==> src/rtl/road_ctrl_pkg.sv <==
// Shared types and timing helpers for the road-control button path.
package road_ctrl_pkg;

   typedef enum logic [2:0] {
      IDLE      = 3'd0,
      PRESS1    = 3'd1,
      GAP       = 3'd2,
      PRESS2    = 3'd3,
      LONG_HELD = 3'd4
   } press_state_t;

   // Clock cycles per millisecond tick.
   function automatic int unsigned tick_cyc(input int unsigned clk_hz);
      return clk_hz / 1000;
   endfunction

endpackage

==> src/rtl/ms_tick_gen.sv <==
// Millisecond prescaler: free-running 0..TICK_CYC-1 with a synchronous clear.
module ms_tick_gen #(
   parameter int unsigned TICK_CYC = 100_000
) (
   input  logic clk,
   input  logic rst,
   input  logic i_clr,
   output logic o_tick_c
);

   localparam int unsigned CNT_W = (TICK_CYC > 1) ? $clog2(TICK_CYC) : 1;

   logic [CNT_W-1:0] r_cnt;

   assign o_tick_c = (r_cnt == CNT_W'(TICK_CYC - 1));

   always_ff @(posedge clk) begin
      if (rst || i_clr) begin
         r_cnt <= '0;
      end else if (o_tick_c) begin
         r_cnt <= '0;
      end else begin
         r_cnt <= r_cnt + CNT_W'(1);
      end
   end

endmodule

==> src/rtl/button_press_classifier.sv <==
// Classifies debounced press/release pulses into short, long and double press events.
module button_press_classifier
   import road_ctrl_pkg::*;
#(
   parameter int unsigned CLK_HZ    = 100_000_000,
   parameter int unsigned LONG_MS   = 1000,
   parameter int unsigned DOUBLE_MS = 300
) (
   input  logic clk,
   input  logic rst,
   input  logic rising_edge,
   input  logic falling_edge,
   output logic short_press,
   output logic long_press,
   output logic double_press,
   output logic busy
);

   localparam int unsigned TICK_CYC = tick_cyc(CLK_HZ);
   localparam int unsigned MS_MAX   = (LONG_MS > DOUBLE_MS) ? LONG_MS : DOUBLE_MS;
   localparam int unsigned MS_W     = $clog2(MS_MAX + 1);

   press_state_t    r_state;
   press_state_t    w_next;
   logic [MS_W-1:0] r_ms_cnt;
   logic            w_tick;
   logic            w_clr;
   logic            w_rise;
   logic            w_fall;
   logic            w_long_to;
   logic            w_double_to;
   logic            w_short;
   logic            w_long;
   logic            w_double;

   // Simultaneous press and release carries no usable information.
   assign w_rise      = rising_edge & ~falling_edge;
   assign w_fall      = falling_edge & ~rising_edge;
   assign w_long_to   = w_tick && (r_ms_cnt == MS_W'(LONG_MS - 1));
   assign w_double_to = w_tick && (r_ms_cnt == MS_W'(DOUBLE_MS - 1));
   assign w_clr       = (w_next != r_state);
   assign busy        = (r_state != IDLE);

   ms_tick_gen #(
      .TICK_CYC (TICK_CYC)
   ) u_tick (
      .clk      (clk),
      .rst      (rst),
      .i_clr    (w_clr),
      .o_tick_c (w_tick)
   );

   always_ff @(posedge clk) begin
      if (rst) begin
         r_state <= IDLE;
      end else begin
         r_state <= w_next;
      end
   end

   // Edges are checked before timeouts so an edge wins a same-cycle tick.
   always_comb begin
      w_next   = r_state;
      w_short  = 1'b0;
      w_long   = 1'b0;
      w_double = 1'b0;
      case (r_state)
         IDLE: begin
            if (w_rise) w_next = PRESS1;
         end
         PRESS1: begin
            if (w_fall) begin
               w_next = GAP;
            end else if (w_long_to) begin
               w_next = LONG_HELD;
               w_long = 1'b1;
            end
         end
         GAP: begin
            if (w_rise) begin
               w_next = PRESS2;
            end else if (w_double_to) begin
               w_next  = IDLE;
               w_short = 1'b1;
            end
         end
         PRESS2: begin
            if (w_fall) begin
               w_next   = IDLE;
               w_double = 1'b1;
            end else if (w_long_to) begin
               w_next = LONG_HELD;
               w_long = 1'b1;
            end
         end
         LONG_HELD: begin
            if (w_fall) w_next = IDLE;
         end
         default: w_next = IDLE;
      endcase
   end

   // Elapsed milliseconds in the current state, saturating.
   always_ff @(posedge clk) begin
      if (rst || w_clr) begin
         r_ms_cnt <= '0;
      end else if (w_tick && (r_ms_cnt != {MS_W{1'b1}})) begin
         r_ms_cnt <= r_ms_cnt + MS_W'(1);
      end
   end

   always_ff @(posedge clk) begin
      if (rst) begin
         short_press  <= 1'b0;
         long_press   <= 1'b0;
         double_press <= 1'b0;
      end else begin
         short_press  <= w_short;
         long_press   <= w_long;
         double_press <= w_double;
      end
   end

endmodule
==> config.mk <==
export PLATFORM = sky130hd
export DESIGN_NAME = button_press_classifier
export DESIGN_NICKNAME = d
export VERILOG_FILES = /design/src/rtl/road_ctrl_pkg.sv /design/src/rtl/ms_tick_gen.sv /design/src/rtl/button_press_classifier.sv
export SDC_FILE = /design/constraint.sdc
export NUM_CORES = 1
export LEC_CHECK = 0
export CAP_MARGIN = 40
export CORE_ASPECT_RATIO = 1.25
export CORE_MARGIN = 5
export CORE_UTILIZATION = 35
export CTS_BUF_LIST = sky130_fd_sc_hd__clkbuf_8
export DETAILED_ROUTE_END_ITERATION = 16
export DONT_BUFFER_PORTS = 1
export PLACE_DENSITY = 0.47
export SYNTH_ARGS = -nofsm -noshare
export SYNTH_HDL_FRONTEND = slang
export SYNTH_SLANG_ARGS = --single-unit
==> constraint.sdc <==
create_clock -name clk -period 4.8 [get_ports clk]
set_input_delay 0.96 -clock clk [delete_from_list [all_inputs] [get_ports clk]]
set_output_delay 0.96 -clock clk [all_outputs]
set_load 0.03 [all_outputs]
==> summary by stage, run 1 <==
STA
For the final routed database, the setup TNS stands at 0 ns. Dividing the final minimum period by the clock period gives 52.70%. The final critical delay including setup and external delays is 2.529 ns. Based on the critical path, the design can be clocked at up to 0.3954 GHz. The post-route clock skew is 0.005805 ns. The worst-case hold slack is around 0.46 ns. The number of slew-limit violations in the final report is 0. For the pin with the worst max-slew slack, the measured transition is 0.7303 ns.

Once routing completed, OpenROAD measured the worst setup slack at about 2.3 ns. The number of failing hold endpoints at the final stage was 0. The number of endpoints failing setup at the final stage is 0. Setup repair after global routing left no endpoint under its margin. The relative slew slack is 50.86%.

Power
The overall power is 532.6 uW. In this run the power spent charging and discharging nets is 120.2 uW. The switching power share of the total is approximately 23%. The internal power of the cells totals just over 400 uW.

The cell area power density is 308.9 nW/um^2. Combinational logic is responsible for 3.8% of the overall power. The sequential power share is 52.7%.

VDD sags by at most about 0.12 mV. The cell leakage power is 0.5623 nW. The clock power share is 43.5%.

Detailed routing
After detailed routing, the number of vias per cell comes to 5.237. The number of remaining DRC errors is 0. The count of nets left with antenna violations once routing finished came out at 0. After the first detailed-routing iteration, the DRC count stood at 136.

The first detailed-routing pass ran for 4 iterations. The routed wire length is 3107 um. The average detailed-routed wire length per instance is 12.89 um. Across all layers, the routed design uses 1,262 vias.

Critical path
The reg-to-reg critical path startpoint is u_tick.r_cnt[0]. The maximum fanout count along the critical path is 18. In this run the critical register-to-register path is captured at r_ms_cnt[9]. STA puts the critical path data required time at 4.96 ns. The critical path starts at u_tick.r_cnt[0]. The worst setup path is captured at a flip-flop. Data on the critical path arrives at its endpoint at roughly 2.7 ns.

The register-to-register setup slack is 2.27 ns. The most critical setup path has its endpoint at r_ms_cnt[9]. The classification of the worst setup path is reg -> reg. The worst setup path is launched from a flip-flop. Measured in cells, the most critical reg-to-reg path has a length of 6.

Synth
The number of instances in the synthesized netlist is roughly 180. The largest area contributor in the synthesized netlist is sky130_fd_sc_hd__dfxtp_1. In this run, synthesis inferred 0 flip-flops with an integrated enable. After synthesis the cells add up to roughly 1600 sq um. The total nets after synthesis is about 180. For this run, asynchronously set or reset flops after synthesis account for 0%. For this run, the leading register cell type out of synthesis is sky130_fd_sc_hd__dfxtp_1. Ranked by total cell area, the synthesized netlist is headed by sky130_fd_sc_hd__dfxtp_1, sky130_fd_sc_hd__nor2_1, sky130_fd_sc_hd__xor2_1. For this run, the register share of the synthesized area comes to 42.07%. By count the netlist is led by sky130_fd_sc_hd__nor2_1, sky130_fd_sc_hd__dfxtp_1, sky130_fd_sc_hd__nand3_1. Yosys instantiated no cell more often than sky130_fd_sc_hd__nor2_1. The number of distinct library cells after synthesis is 37. Counting flops and latches in the post-synthesis netlist gives 33. In this run the mean area of a mapped cell was 8.822 sq um. The portion of synthesized cell area occupied by the leading cell type is 42.07%. Yosys printed 0 warnings.

Clock network
The post-CTS setup repair buffer count is 0. The maximum number of buffers from clock root to sink is 2. After clock tree synthesis, the repair step resized 0 gates.

The clock latency of the later-clocked register in the worst-skew pair is a little under 0.3 ns. In this run, post-CTS hold repair placed 0 buffers. The clock drives 33 sinks. The total clock buffers created by CTS is 5. TritonCTS built the clock tree. The root buffer cell is sky130_fd_sc_hd__clkbuf_8. The clock-pin slew on the worst setup and hold paths is approximately 0.070 ns. The H-tree was split into 2 levels.

Run status
The run finished with clean final reports.

Placed design
The count of buffers inserted at the top-level ports is 0. At the end of routability-driven placement, the weighted congestion stood at 0.8688. Once placement completed, the tool counted placed cells totaling 233. The post-placement setup slack is approximately 2.2 ns.

The wire-length estimate of the detail-placed layout is 2251 um.

GRT
The pin count of the biggest net entering global routing is 19. The global-route wire length before repair is ~5500 um. The via count of the first global-routing pass came to 1,217. In the global route stage, overall resource usage came out at a little under an eighth. The number of antenna violations at the first check in global routing is 0.

The leftover overflow at the end of global routing is 0.

Final layout
The filler cells instantiated in the layout total 454. In the final layout, the share of cells above drive strength 1 is between 6 and 7%. The area occupied by multi-input gates is roughly 900 sq um.

Registers take 660.6 sq um. The repair_antennas step left the layout with diodes totalling 0. From synthesis to final layout, the design area changed by 9.801%. The non-filler instance count after layout is 241. At the end of the flow, the number of nets in the layout was 188.

Floorplan
The floorplan step set the die width to roughly 70 um. In this run the count of I/O pins placed on the die edge is 8. The floorplan step defined a die boundary enclosing 5934 sq um.

The initial utilization of the core area, before any placement, comes to 35.75%. The region available for standard cell placement spans 4392 sq um. The vertical die dimension is 84.89 um. In this run the core area contains 27 standard-cell rows.

Min path
The worst hold-check path type is reg -> reg.

Job
The tool flagged a number of max-cap violations equal to 0.
[critical path, cell delays in order, from the launching register on]
cell                      delay [ns]
sky130_fd_sc_hd__dfxtp_1        0.37
sky130_fd_sc_hd__ha_1           0.21
sky130_fd_sc_hd__and4_1         0.28
sky130_fd_sc_hd__nand4_1        0.21
sky130_fd_sc_hd__or4_1          0.69
sky130_fd_sc_hd__a22oi_4        0.52
sky130_fd_sc_hd__nor3_1         0.11
[sequential cells by signal, summed over array words and instances, names as in the netlist]
register,count
u_tick.r_cnt,17
r_ms_cnt,10
r_state,3
double_press,1
long_press,1
short_press,1
[per-layer routing]
layer / vias up / track usage (%) / wire length (um)
li1: 648 / - / -
met1: 584 / 12.61 / 1354
met2: 24 / 20.03 / 1564
met3: 6 / 4.028 / 125
met4: 0 / 5.226 / 62
met5: - / 0 / 0
[how the worst min path moves through the flow]
stage                          from               to  slack (ns)  cells past startpoint
finish              u_tick.r_cnt[0]  u_tick.r_cnt[0]        0.46                      1
floorplan           u_tick.r_cnt[0]  u_tick.r_cnt[0]        0.43                      1
detailed placement  u_tick.r_cnt[0]  u_tick.r_cnt[0]        0.46                      1
global route        u_tick.r_cnt[0]  u_tick.r_cnt[0]        0.51                      1
CTS                 u_tick.r_cnt[0]  u_tick.r_cnt[0]        0.47                      1
global placement    u_tick.r_cnt[0]  u_tick.r_cnt[0]        0.45                      1
[power groups by stage]
stage	combinational, mW	sequential [mW]	clock (mW)
floorplan	0.0191	0.285	0
global placement	0.0201	0.287	0
detailed placement	0.0208	0.287	0
CTS	0.0208	0.281	0.240
global route	0.0237	0.281	0.253
finish	0.0201	0.281	0.232
[metrics by stage]
stage	area, sq um	util, %
floorplan	1570	-
global route	1724	39.26
CTS	1724	39.26
finish	1724	39.26
detailed placement	1623	36.95
global placement	1623	36.95
[layout by cell type, fill, tap and decap left out, types with 2 or more instances in the layout]
cell,synthesis,routed
sky130_fd_sc_hd__nand2_1,11,11
sky130_fd_sc_hd__inv_1,4,4
sky130_fd_sc_hd__nand4b_1,5,5
sky130_fd_sc_hd__dfxtp_1,33,33
sky130_fd_sc_hd__and2_1,3,3
sky130_fd_sc_hd__a41oi_1,2,2
sky130_fd_sc_hd__mux2i_1,3,3
sky130_fd_sc_hd__nand4_1,7,7
sky130_fd_sc_hd__nor4b_2,2,2
sky130_fd_sc_hd__nor4_1,4,4
sky130_fd_sc_hd__a21oi_1,2,2
sky130_fd_sc_hd__xnor2_1,6,6
sky130_fd_sc_hd__or3_1,3,3
sky130_fd_sc_hd__nand2b_1,2,2
sky130_fd_sc_hd__clkbuf_8,0,7
sky130_fd_sc_hd__nor2_1,34,34
sky130_fd_sc_hd__nand3_1,14,14
sky130_fd_sc_hd__ha_1,2,2
sky130_fd_sc_hd__and4_1,4,4
sky130_fd_sc_hd__xor2_1,13,13
sky130_fd_sc_hd__o21ai_0,2,2
sky130_fd_sc_hd__nor3_1,6,6
[kinds of logic after synthesis]
family	Yosys count	synth area share, %
and+or+nand+nor	102	35.14
xor gates and xnor gates	19	10.60
adders and majority gates	2	1.593
muxes	3	1.912
DFF	33	42.07
buffers and inverters	7	2.230
AOI/OAI and AO/OA	12	6.454
[area by class of cell]
| cell class | count | area share [%] |
|---|---|---|
| Multi-Input combinational cell | 138 | 50.73 |
| Sequential cell | 33 | 38.32 |
| Clock buffer | 7 | 5.588 |
| Tap cell | 58 | 4.209 |
| Inverter | 4 | 0.8708 |
| Clock inverter | 1 | 0.2903 |
Power figures use the tool's default switching activity.
==> run 2, diff against run 1 <==
clock period = 2.5 ns   (was 4.8 ns; I/O delays follow)
==> run 2 against run 1 <==
Flip-flop and latch count unchanged. Final cell count up 2.5%. Register-to-register slack worse by 2.1 ns. Final area up 2.1%. Setup slack worse by 2.1 ns. Global-route usage up 0.68 points. Highest routed layer unchanged. Die area unchanged.
==> summary by stage, run 2 (synthesis gave the netlist of run 1 again) <==
Run status
The flow ran to the end, and the final reports show no timing, DRC or antenna violations.

Power
The design draws around 950 uW. The reported net switching power is 217.6 uW. The sequential power share is 56.5%. The cell area power density is ~540 nW/um^2. The switching power share of the total is 22.81%. The cell leakage power is 0.5947 nW. VDD sags by at most ~0.28 mV. The clock power share is 38.4%. The cell internal power dissipation is about 740 uW. Combinational cells account for under 10% of the total power.

STA
The fraction of the cycle the final worst path needs is 91.53%. The number of slew-limit violations in the final report is 0. For the final database, setup skew stands at 0.002843 ns. The final critical delay including setup and external delays is 2.288 ns. For the pin with the worst max-slew slack, the measured transition is 0.5860 ns. In the final timing run, aggregate negative setup slack is 0 ns.

The highest clock frequency the design can meet is 0.4370 GHz. The number of failing hold endpoints at the final stage came to 0. The relative slew slack is 60.63%. Setup repair after global routing left no endpoint under its margin. Setup violations remaining at the end of the flow were counted as 0. Final hold analysis gives a worst-case slack of 0.2901 ns.

Detailed routing
The detail-routed via count per cell is approximately 5.2. The count of antenna-violating nets left after detailed routing is 0. For this block, the via count after detailed routing is ~1.3k.

The routed wire length is 3241 um. After the first detailed-routing iteration, the DRC count stood at 103. The first detailed-routing pass took 4 iterations. The average detailed-routed wire length per instance is 13.12 um. For this run, design rule violations remaining after detail routing come to 0.

Final layout
The final layout contains roughly 190 nets. Leaving out fill and tap cells, the most frequent cell in the layout is sky130_fd_sc_hd__nor2_1. Once layout is complete, the utilization of the core stands at 40.09%. Counting the fill cells in the layout gives between 400 and 500. In the final layout, the registers with the most flip-flops are u_tick.r_cnt x17, r_ms_cnt x10, r_state x3. The total inserted antenna cells is 0. The top cell types in the final layout, fill and taps aside, are sky130_fd_sc_hd__nor2_1, sky130_fd_sc_hd__dfxtp_1, sky130_fd_sc_hd__nand3_1. Cells with a size suffix above 1 make up 7.937% of the layout.

From synthesis to final layout, the design area changed by 12.11%. The register with the most flip-flops is u_tick.r_cnt. The flip-flop count of the largest register, all copies and words added is 17.

Summing all non-filler instances in the final layout gives an area of 1760 sq um.

Clock network
Clock tree synthesis found a total of 33 sinks. Clock tree synthesis selected as its root buffer the cell sky130_fd_sc_hd__clkbuf_8. The clock latency of the later-clocked register in the worst-skew pair is 0.28 ns. In this run the number of H-tree levels came out at 2. The clock passes through at most 2 buffers. Clock tree synthesis inserted a total of 5 buffers. After clock tree synthesis, the clock-pin slew on the worst setup and hold paths is approximately 0.06 ns.

The CTS tree is yes. The post-CTS setup repair buffer count is 0.

Critical path
Walking the worst path, the cells encountered are ha_1 -> and4_1 -> nand4_1 -> or4_1 -> a22oi_4 -> buf_12 -> a211oi_1. Setup slack on the worst reg-to-reg path comes out at about 0.21 ns. The slowest stage of the critical path belongs to the cell sky130_fd_sc_hd__or4_1. The critical path startpoint category is a flip-flop. The delay of the slowest cell on the worst path is 0.65 ns.

The maximum fanout count along the critical path is 14. The kind of end point of the critical path is a flip-flop. The number of buffers and inverters on the critical path is 1. Data arrives at the worst endpoint at 2.46 ns. The classification of the worst setup path is reg -> reg.

In this design, the largest share of critical-path delay is due to simple AND/OR/NAND/NOR gates. The required time at the endpoint of the critical path is 2.67 ns.

GRT
Global routing consumed, over all layers together, 12.24% of the routing resources. The leftover overflow at the end of global routing is 0. The number of antenna violations at the first check in global routing is 0. Entering global routing, the biggest net connects 15 pins.

The first global-routing pass estimated 5851 um of wire. The via count of the first global-routing pass is 1,354.

Floorplan
The area of the die is 5934 sq um. The starting density of the core is 35.75%. The count of standard-cell rows is 27. The die is 84.89 um tall. For this design the top-level I/O count stands at 8. The total area inside the core boundary comes to 4392 sq um. The overall die width is 69.91 um.

Job
The tool flagged a number of max-cap violations equal to 0.

Placed design
Routability-driven placement finished with a final weighted congestion of 0.8701. Port buffering added 0 buffers. The instance area at placement is approximately 1700 sq um. The HPWL after detailed placement is 2428 um.

Min path
The worst hold-check path type is in -> reg.
-- run 2: changes by cell type in the layout (fill, tap and decap cells not counted), sizes merged --
cell,before,now
buf,0,6
inv,4,7
clkinv,1,0
clkbuf,7,5
-- run 2: stage by stage --
stage,std cells,setup slack (ns)
2_1_floorplan,178,0.3012
3_3_place_gp,239,0.2384
3_5_place_dp,239,0.1745
4_1_cts,247,0.1618
5_1_grt,247,0.01801
6_report,247,0.2116
-- run 2: area by class of cell --
cell class | instances | area (sq um) | area share, %
sequential | 33 | 660.6 | 37.53
clock buffer | 5 | 68.82 | 3.909
tap | 58 | 72.57 | 4.122
multi-input combinational | 138 | 874.6 | 49.68
clock inverter | 3 | 11.26 | 0.6397
timing repair buffer | 6 | 57.56 | 3.269
inverter | 4 | 15.01 | 0.8529
-- run 2: worst reg2reg max path: cells and delay by family (launching register included) --
kind	cells	cell delay (ns)
adders and majority gates	1	0.21
DFF	1	0.37
AOI/OAI and AO/OA	2	0.35
buffers and inverters	1	0.18
and+or+nand+nor	3	1.07
-- run 2: routing by layer --
metal	up-vias	GRT usage [%]	share of wire, %
met5	-	0	0
met4	0	7.491	3.1
met3	10	4.265	3.2
met2	17	20.81	51
met1	605	12.90	43
li1	655	-	-
-- run 2: final timing paths --
| check | from | end | cells after the start |
|---|---|---|---|
| worst min-delay path | rst | r_state[2] | 1 |
| worst max register to register | u_tick.r_cnt[0] | r_ms_cnt[4] | 7 |
| worst max-delay path | u_tick.r_cnt[0] | r_ms_cnt[4] | 7 |
| worst min register to register | u_tick.r_cnt[0] | u_tick.r_cnt[0] | 1 |
-- run 2: timing repair --
item                       in CTS  in global routing
resized for setup               0                  0
setup endpoints to repair       0                  3
hold buffers                    0                  0
-- run 2: power by group through the flow --
stage | logic [mW] | registers, mW | clock network, mW
2_1_floorplan | 0.0367 | 0.548 | 0
3_3_place_gp | 0.0480 | 0.551 | 0
3_5_place_dp | 0.0487 | 0.551 | 0
4_1_cts | 0.0491 | 0.539 | 0.386
5_1_grt | 0.0545 | 0.540 | 0.417
6_report | 0.0482 | 0.539 | 0.366
